File: config.mk
export PLATFORM = sky130hd
export DESIGN_NAME = stack_ctrl
export DESIGN_NICKNAME = d
export VERILOG_FILES = /design/src/rtl/stack_pkg.sv /design/src/rtl/stack_ctrl.sv
export SDC_FILE = /design/constraint.sdc
export NUM_CORES = 1
export LEC_CHECK = 0
export ABC_AREA = 1
export BUFFER_PORTS_ARGS = -buffer_cell sky130_fd_sc_hd__buf_2
export CAP_MARGIN = 20
export CORE_MARGIN = 4
export CORE_UTILIZATION = 45
export CTS_BUF_LIST = sky130_fd_sc_hd__clkbuf_4
export DETAILED_ROUTE_END_ITERATION = 8
export GPL_ROUTABILITY_DRIVEN = 0
export GPL_TIMING_DRIVEN = 0
export PLACE_DENSITY = 0.73
export SYNTH_ARGS = -nofsm -noshare
export SYNTH_HDL_FRONTEND = slang
export SYNTH_SLANG_ARGS = --single-unit
File: constraint.sdc
create_clock -name clk -period 4.1 [get_ports clk]
set_clock_uncertainty 0.15 [all_clocks]
set_input_delay 0.615 -clock clk [delete_from_list [all_inputs] [get_ports clk]]
set_output_delay 0.615 -clock clk [all_outputs]
set_load 0.05 [all_outputs]
File: src/rtl/stack_pkg.sv
// Shared types and defaults for the stack sequencer.
// FSM state enum, push/pop op encoding, default stack bounds.
package stack_pkg;

  typedef enum logic [1:0] {
    S_IDLE    = 2'd0,
    S_PUSH_WR = 2'd1,
    S_POP_RD  = 2'd2,
    S_RESP    = 2'd3
  } state_e;

  localparam logic OP_PUSH = 1'b0;
  localparam logic OP_POP  = 1'b1;

  localparam logic [15:0] STACK_BASE_DEF  = 16'hFFFF;
  localparam logic [15:0] STACK_LIMIT_DEF = 16'hFF00;

endpackage

File: src/rtl/stack_ctrl.sv
// Stack sequencer: runs push/pop memory accesses, keeps a shadow SP,
// and strobes sp_push/sp_pop with sp_new_val to the SP register.
// Ports: clk/reset (sync, active-high); req_* request handshake;
// rsp_* completion; mem_* data-memory port; sp_* SP-register strobes;
// sp/empty/full shadow state.
// Macro STACK_CTRL_GUARD_EN: enables overflow/underflow guards and full.
module stack_ctrl
  import stack_pkg::*;
#(
  parameter int DATA_W = 16,
  parameter int ADDR_W = 16,
  parameter logic [ADDR_W-1:0] STACK_BASE  = ADDR_W'(STACK_BASE_DEF),
  parameter logic [ADDR_W-1:0] STACK_LIMIT = ADDR_W'(STACK_LIMIT_DEF)
) (
  input  logic              clk,
  input  logic              reset,
  input  logic              req_valid,
  input  logic              req_op,
  input  logic [DATA_W-1:0] req_wdata,
  output logic              req_ready,
  output logic              rsp_valid,
  output logic [DATA_W-1:0] rsp_rdata,
  output logic              rsp_err,
  output logic              mem_req,
  output logic              mem_we,
  output logic [ADDR_W-1:0] mem_addr,
  output logic [DATA_W-1:0] mem_wdata,
  input  logic [DATA_W-1:0] mem_rdata,
  input  logic              mem_ack,
  output logic              sp_push,
  output logic              sp_pop,
  output logic [ADDR_W-1:0] sp_new_val,
  output logic [ADDR_W-1:0] sp,
  output logic              empty,
  output logic              full
);

  if (STACK_LIMIT == '0) begin : g_limit_chk
    $error("STACK_LIMIT must be nonzero");
  end

  state_e            state_q, state_d;
  logic [ADDR_W-1:0] sp_q, sp_d;
  logic [DATA_W-1:0] wdata_q;
  logic [DATA_W-1:0] rdata_q, rdata_d;
  logic              spush_q, spush_d;
  logic              spop_q, spop_d;
  logic [ADDR_W-1:0] nv_q, nv_d;
  logic [ADDR_W-1:0] sp_inc, sp_dec;
  logic              accept;
  logic              guard_err;

  assign sp_inc = sp_q + 1'b1;
  assign sp_dec = sp_q - 1'b1;
  assign accept = (state_q == S_IDLE) && req_valid;

  assign req_ready  = (state_q == S_IDLE);
  assign rsp_valid  = (state_q == S_RESP);
  assign rsp_rdata  = rdata_q;
  assign sp_push    = spush_q;
  assign sp_pop     = spop_q;
  assign sp_new_val = nv_q;
  assign sp         = sp_q;
  assign empty      = (sp_q == STACK_BASE);

`ifdef STACK_CTRL_GUARD_EN
  localparam logic [ADDR_W-1:0] FULL_SP = STACK_LIMIT - 1'b1;
  logic err_q;

  assign full      = (sp_q == FULL_SP);
  assign guard_err = (req_op == OP_POP) ? empty : full;
  assign rsp_err   = rsp_valid & err_q;

  always_ff @(posedge clk) begin
    if (reset) begin
      err_q <= 1'b0;
    end else if (accept) begin
      err_q <= guard_err;
    end
  end
`else
  assign full      = 1'b0;
  assign guard_err = 1'b0;
  assign rsp_err   = 1'b0;
`endif

  always_comb begin
    state_d   = state_q;
    sp_d      = sp_q;
    rdata_d   = rdata_q;
    spush_d   = 1'b0;
    spop_d    = 1'b0;
    nv_d      = nv_q;
    mem_req   = 1'b0;
    mem_we    = 1'b0;
    mem_addr  = '0;
    mem_wdata = '0;
    unique case (state_q)
      S_IDLE: begin
        if (req_valid) begin
          if (guard_err)             state_d = S_RESP;
          else if (req_op == OP_POP) state_d = S_POP_RD;
          else                       state_d = S_PUSH_WR;
        end
      end
      S_PUSH_WR: begin
        mem_req   = 1'b1;
        mem_we    = 1'b1;
        mem_addr  = sp_q;
        mem_wdata = wdata_q;
        if (mem_ack) begin
          sp_d    = sp_dec;
          spush_d = 1'b1;
          nv_d    = sp_dec;
          state_d = S_RESP;
        end
      end
      S_POP_RD: begin
        mem_req  = 1'b1;
        mem_addr = sp_inc;
        if (mem_ack) begin
          rdata_d = mem_rdata;
          sp_d    = sp_inc;
          spop_d  = 1'b1;
          nv_d    = sp_inc;
          state_d = S_RESP;
        end
      end
      S_RESP:  state_d = S_IDLE;
      default: state_d = S_IDLE;
    endcase
  end

  always_ff @(posedge clk) begin
    if (reset) begin
      state_q <= S_IDLE;
      sp_q    <= STACK_BASE;
      wdata_q <= '0;
      rdata_q <= '0;
      spush_q <= 1'b0;
      spop_q  <= 1'b0;
      nv_q    <= '0;
    end else begin
      state_q <= state_d;
      sp_q    <= sp_d;
      rdata_q <= rdata_d;
      spush_q <= spush_d;
      spop_q  <= spop_d;
      nv_q    <= nv_d;
      if (accept) wdata_q <= req_wdata;
    end
  end

endmodule

* Yosys cells after proc, flatten, opt, wreduce, memory -nomap -nowiden
Index checks and enable logic that the tools add are counted.
Widths: inputs -> output; s select.
** Cells by class
- Muxes and demuxes :: 12
- Eq/ne operators :: 8
- Add/subtract/negate cells :: 2
- Bitwise gates (word level) :: 2
- Reductions and logical operators :: 9
** Operators by type and width (number)
- $pmux 16 s2 :: 2
- $mux 16 :: 3
- $add 16x1->16 const B :: 1
- $eq 16x16->1 const B :: 1
- $sub 16x1->16 const B :: 1
- $mux 2 :: 3
- $ne 2x2->1 const B :: 3
- $pmux 2 s3 :: 1
- $reduce_or 2->1 :: 3
- $eq 2x2->1 const B :: 2
- $reduce_and 2->1 :: 2
- $mux 1 :: 3
- $reduce_and 3->1 :: 1
- $eq 2x1->1 const B :: 1
- $logic_not 2->1 :: 1
- $ne 2x1->1 const B :: 1
- $not 1->1 :: 2
- $reduce_bool 2->1 :: 1
- $logic_and 1x1->1 :: 1
** Storage, ports and cells
- Flip-flop bits (word level) :: 68
- Input bits :: 37
- Logic and storage cells :: 40
- Output and inout bits :: 89

* Logic depth before layout (Yosys ltp)
- Depth after elaboration :: 4
- Depth in mapped cells :: 11
- Depth with buffers taken out :: 11

* Worst setup path before layout
Ideal clock, no wire load.
- Path type :: reg-to-output
- Start :: reg sp_q[0] (netlist: sp[0])
- End :: out mem_addr[14]
- Required time :: 3.335 ns
- Buffers on the path :: 0
- Arrival :: 2.299 ns
- Slack :: 1.036 ns
- Cell stages (with the launch flop) :: 10
- Cell sequence :: dfxtp_1 ha_1 nand3_2 inv_2 nand2_2 inv_2 nand2_1 nand2_1 nand3_2 a21oi_1
** Between the ends
- Longest elaborated chain between the ends :: 2
** Ends and longest elaborated chain
- from (decl) :: RTL line stack_ctrl.sv:43 : logic [ADDR_W-1:0] sp_q, sp_d;
- from (signal assigned) :: RTL line stack_ctrl.sv:145 : sp_q <= sp_d;
- $add 16x1->16 :: RTL line stack_ctrl.sv:53 : assign sp_inc = sp_q + 1'b1;
- $pmux 16 s2 :: RTL line stack_ctrl.sv:98 : unique case (state_q)
- to (decl) :: RTL line stack_ctrl.sv:26 : output logic [ADDR_W-1:0] mem_addr,
Every way passes these cells.

* Worst setup path after layout
- Start :: reg state_q[1]
- End :: out mem_addr[9]
** Between the ends
- Longest elaborated chain between the ends :: 2
- Elaborated cells on any way between the ends :: 3
- Classes of those cells :: eq/ne: 2; mux: 1
** Ends and longest elaborated chain
- from (decl) :: RTL line stack_ctrl.sv:42 : state_e state_q, state_d;
- from (signal assigned) :: RTL line stack_ctrl.sv:144 : state_q <= state_d;
- $eq 2x2->1 / $eq 2x1->1 (equally long branches) :: RTL line stack_ctrl.sv:98
- $pmux 16 s2 (*) :: RTL line stack_ctrl.sv:98
Mark *: on every way between the ends. The rest lies on a longest branch, timed or not.

==> flow_summary.ini <==
[outcome]
status = completed

[synthesis]
netlist_area_sq_um = 3640
synthCells = 555
ys.flop_type = dfxtp_1
async_flop_share_pct = 0
synth_seq_cells = 68
synth_cell_types = 28
ys_warn_count = 0
ys_seq_area_share_pct = 37.4
synth_edf_count = 0
syn_avg_cell_area_sq_um = 6.55

[floorplanning]
dieArea_sq_um = 9590
core_sq_um = 7810
io_pins = 126
start_util_pct = 46.6
die_y_um = 97.9
die_w_um = 97.9
num_rows = 32

[layout]
nNetsFinal = 733
n_antenna_cell = 0
area_delta_synth_final_pct = 25.5
layout-drive-gt1-share_pct = 27.7
fin_area_sq_um = 4560
post_layout_nonfiller_instances = 796
fillers = 754

[placement]
dp_slack_ps = 1340
placed_cells = 781
io_buffers = 123
place_area_sq_um = 4380
hpwl_um = 8240

[global_route]
grt_max_degree = 13
grt_usage_pct = 23.0
grt_pass1_vias = 3816
grt_pass1_wl_um = 17800
antenna_found_initial = 0
grt_remaining_overflow = 0

[worst_setup_path]
critPathRequiredTime_ps = 3340
critPathBufInv = 4
crit_path_end_kind = output pin
r2r-end = sp[2]
cp_max_fo = 10
cp_num_cells = 7
r2r_cells = 8
worstSetupPathType = reg -> out
cpLargestDelayFamily = buffers and inverters
path_common_cell = clkbuf_1
startpoint = state_q[1]
critPathMaxStageDelay_ps = 530
crit_path_top_delay_cell = clkbuf_1
worst-r2r-setup-slack_ps = 1900
startpoint_type = register
cp.arrival_ps = 2470
worstReg2RegStart = state_q[1]
crit_end = mem_addr[9]
crit_path_cell_trace = inv_1, ha_1, clkbuf_1, clkbuf_1, nand2_1, a21oi_1, buf_2

[sta]
hold_slack_ps = 290
fmax_mhz = 309
finalSetupViolCount = 0
grt_setup_unrepaired = no
finalMaxSlewViolations = 0
slew_headroom_pct = 56.5
fin_crit_sh_pct = 79.0
setup_slack_ps = 862
worst_slew_pin_slew_ps = 652
post-route-min-period_ps = 3240
finalHoldViolCount = 0
tns_ps = 0

[clock_tree]
clk_pin_slew_ps = 120
post_cts_resized = 0
tritoncts = built
cts.sinks = 68
root_buffer = clkbuf_4
post_cts_buffers = 0
htreeDepth = 3
cts_hold_buf = 0
clk_path_buf_depth = 2
clock_latency_ps = 410
cts_buffers = 9

[detailed_routing]
ant_nets = 0
viasPerCell = 5.01
wl_met2_um = 5200
drcViolationCount = 0
drt-met1-wl_um = 4460
vias = 3990
drt-initial-drc-count = 290
route.detailed.wl_per_inst_um = 13.9
wl_um = 11000
met3RoutedLength_um = 1180
highest_layer = met4
drtPass1Iterations = 7

[pwr]
p_leak_nw = 2.44
ir_drop_v = 0.000679
power_density_nw_per_um2 = 1000

[flow_run]
drv_cap = 0

[min_path]
worstHoldPathType = in -> reg
[synthesized netlist by cell type (all sizes together) (4+ instances only)]
library cell / n / area (sq um)
nand2: 160 / 626
nor2: 102 / 423
dfxtp: 68 / 1360
inv: 47 / 176
o21ai: 44 / 220
a21oi: 37 / 204
nand3: 30 / 165
buf: 21 / 144
clkbuf: 15 / 56.3
o211ai: 12 / 90.1
ha: 6 / 75.1
xor2: 4 / 35.0
[metal layers]
layer / vias up / GRT usage (%)
met5: - / 0
met4: 0 / 8.09
met3: 17 / 8.57
met2: 183 / 38.7
met1: 1771 / 26.9
li1: 2019 / -
[worst reg2reg max path, cell delays in order, from the launching register on]
cell and delay (ps):
dfxtp_1 350, inv_1 100, ha_1 200, clkbuf_1 260
nand2_1 120, nand2_1 110, buf_2 270, buf_2 340
o211ai_1 140
[layout by cell type (no fill, tap or decap), drive strengths merged, types with 3 or more instances in the layout]
cell and n:
nand2 160, buf 144, clkbuf 24, o21ai 44, xor2 4, nand3 30, o211ai 12, a21oi 37
nor2 102, bufinv 3, nand4 3, inv 48, dfxtp 68, ha 6
[flip-flops by register name, indices dropped and copies added, names as in the netlist]
register,flops
rsp_rdata,16
sp,16
sp_new_val,16
wdata_q,16
state_q,2
sp_pop,1
sp_push,1
[cells by family after synthesis]
logic type / after synthesis / share of synthesized area (%)
AND/OR/NAND/NOR: 296 / 34.1
AO/OA/AOI/OAI: 96 / 14.8
buffers and inverters: 83 / 10.4
flip-flops: 68 / 37.4
adder cells (fa/ha/maj): 6 / 2.06
XOR/XNOR: 5 / 1.20
other: 1 / 0.103
[worst min path at each step]
| stage | from | end | slack [ps] | cells past startpoint |
|---|---|---|---|---|
| detailed placement | sp_new_val[6] | sp_new_val[6] | 300 | 2 |
| floorplan | wdata_q[10] | wdata_q[10] | 300 | 2 |
| finish | req_wdata[6] | wdata_q[6] | 290 | 3 |
| global placement | sp_new_val[0] | sp_new_val[0] | 300 | 2 |
| CTS | req_wdata[6] | wdata_q[6] | 260 | 3 |
| global route | mem_rdata[9] | rsp_rdata[9] | 260 | 3 |
[metrics by stage]
stage	total power [mW]	util (%)
after detailed placement	3.99	56.2
after global placement	3.93	56.2
after global routing	4.90	58.5
after CTS	4.57	58.5
after floorplan	3.33	-
final	4.56	58.5
[final cells by class]
cell class / instances / area [sq um] / area share [%]
Buffer: 36 / 200 / 4.39
Inverter: 47 / 176 / 3.87
Tap cell: 102 / 128 / 2.80
Clock inverter: 6 / 113 / 2.47
Sequential cell: 68 / 1360 / 29.8
Clock buffer: 9 / 67.6 / 1.48
Timing Repair Buffer: 123 / 616 / 13.5
Multi-Input combinational cell: 405 / 1900 / 41.7
[report_power, final]
part / internal (mW) / total, mW / leakage, nW / switching (mW)
clock network: 0.308 / 0.563 / 0.0964 / 0.255
registers: 0.859 / 0.986 / 0.558 / 0.127
logic: 0.755 / 3.01 / 1.79 / 2.26
total: 1.92 / 4.56 / 2.44 / 2.64
No activity file was read; power rests on OpenSTA's default activity.
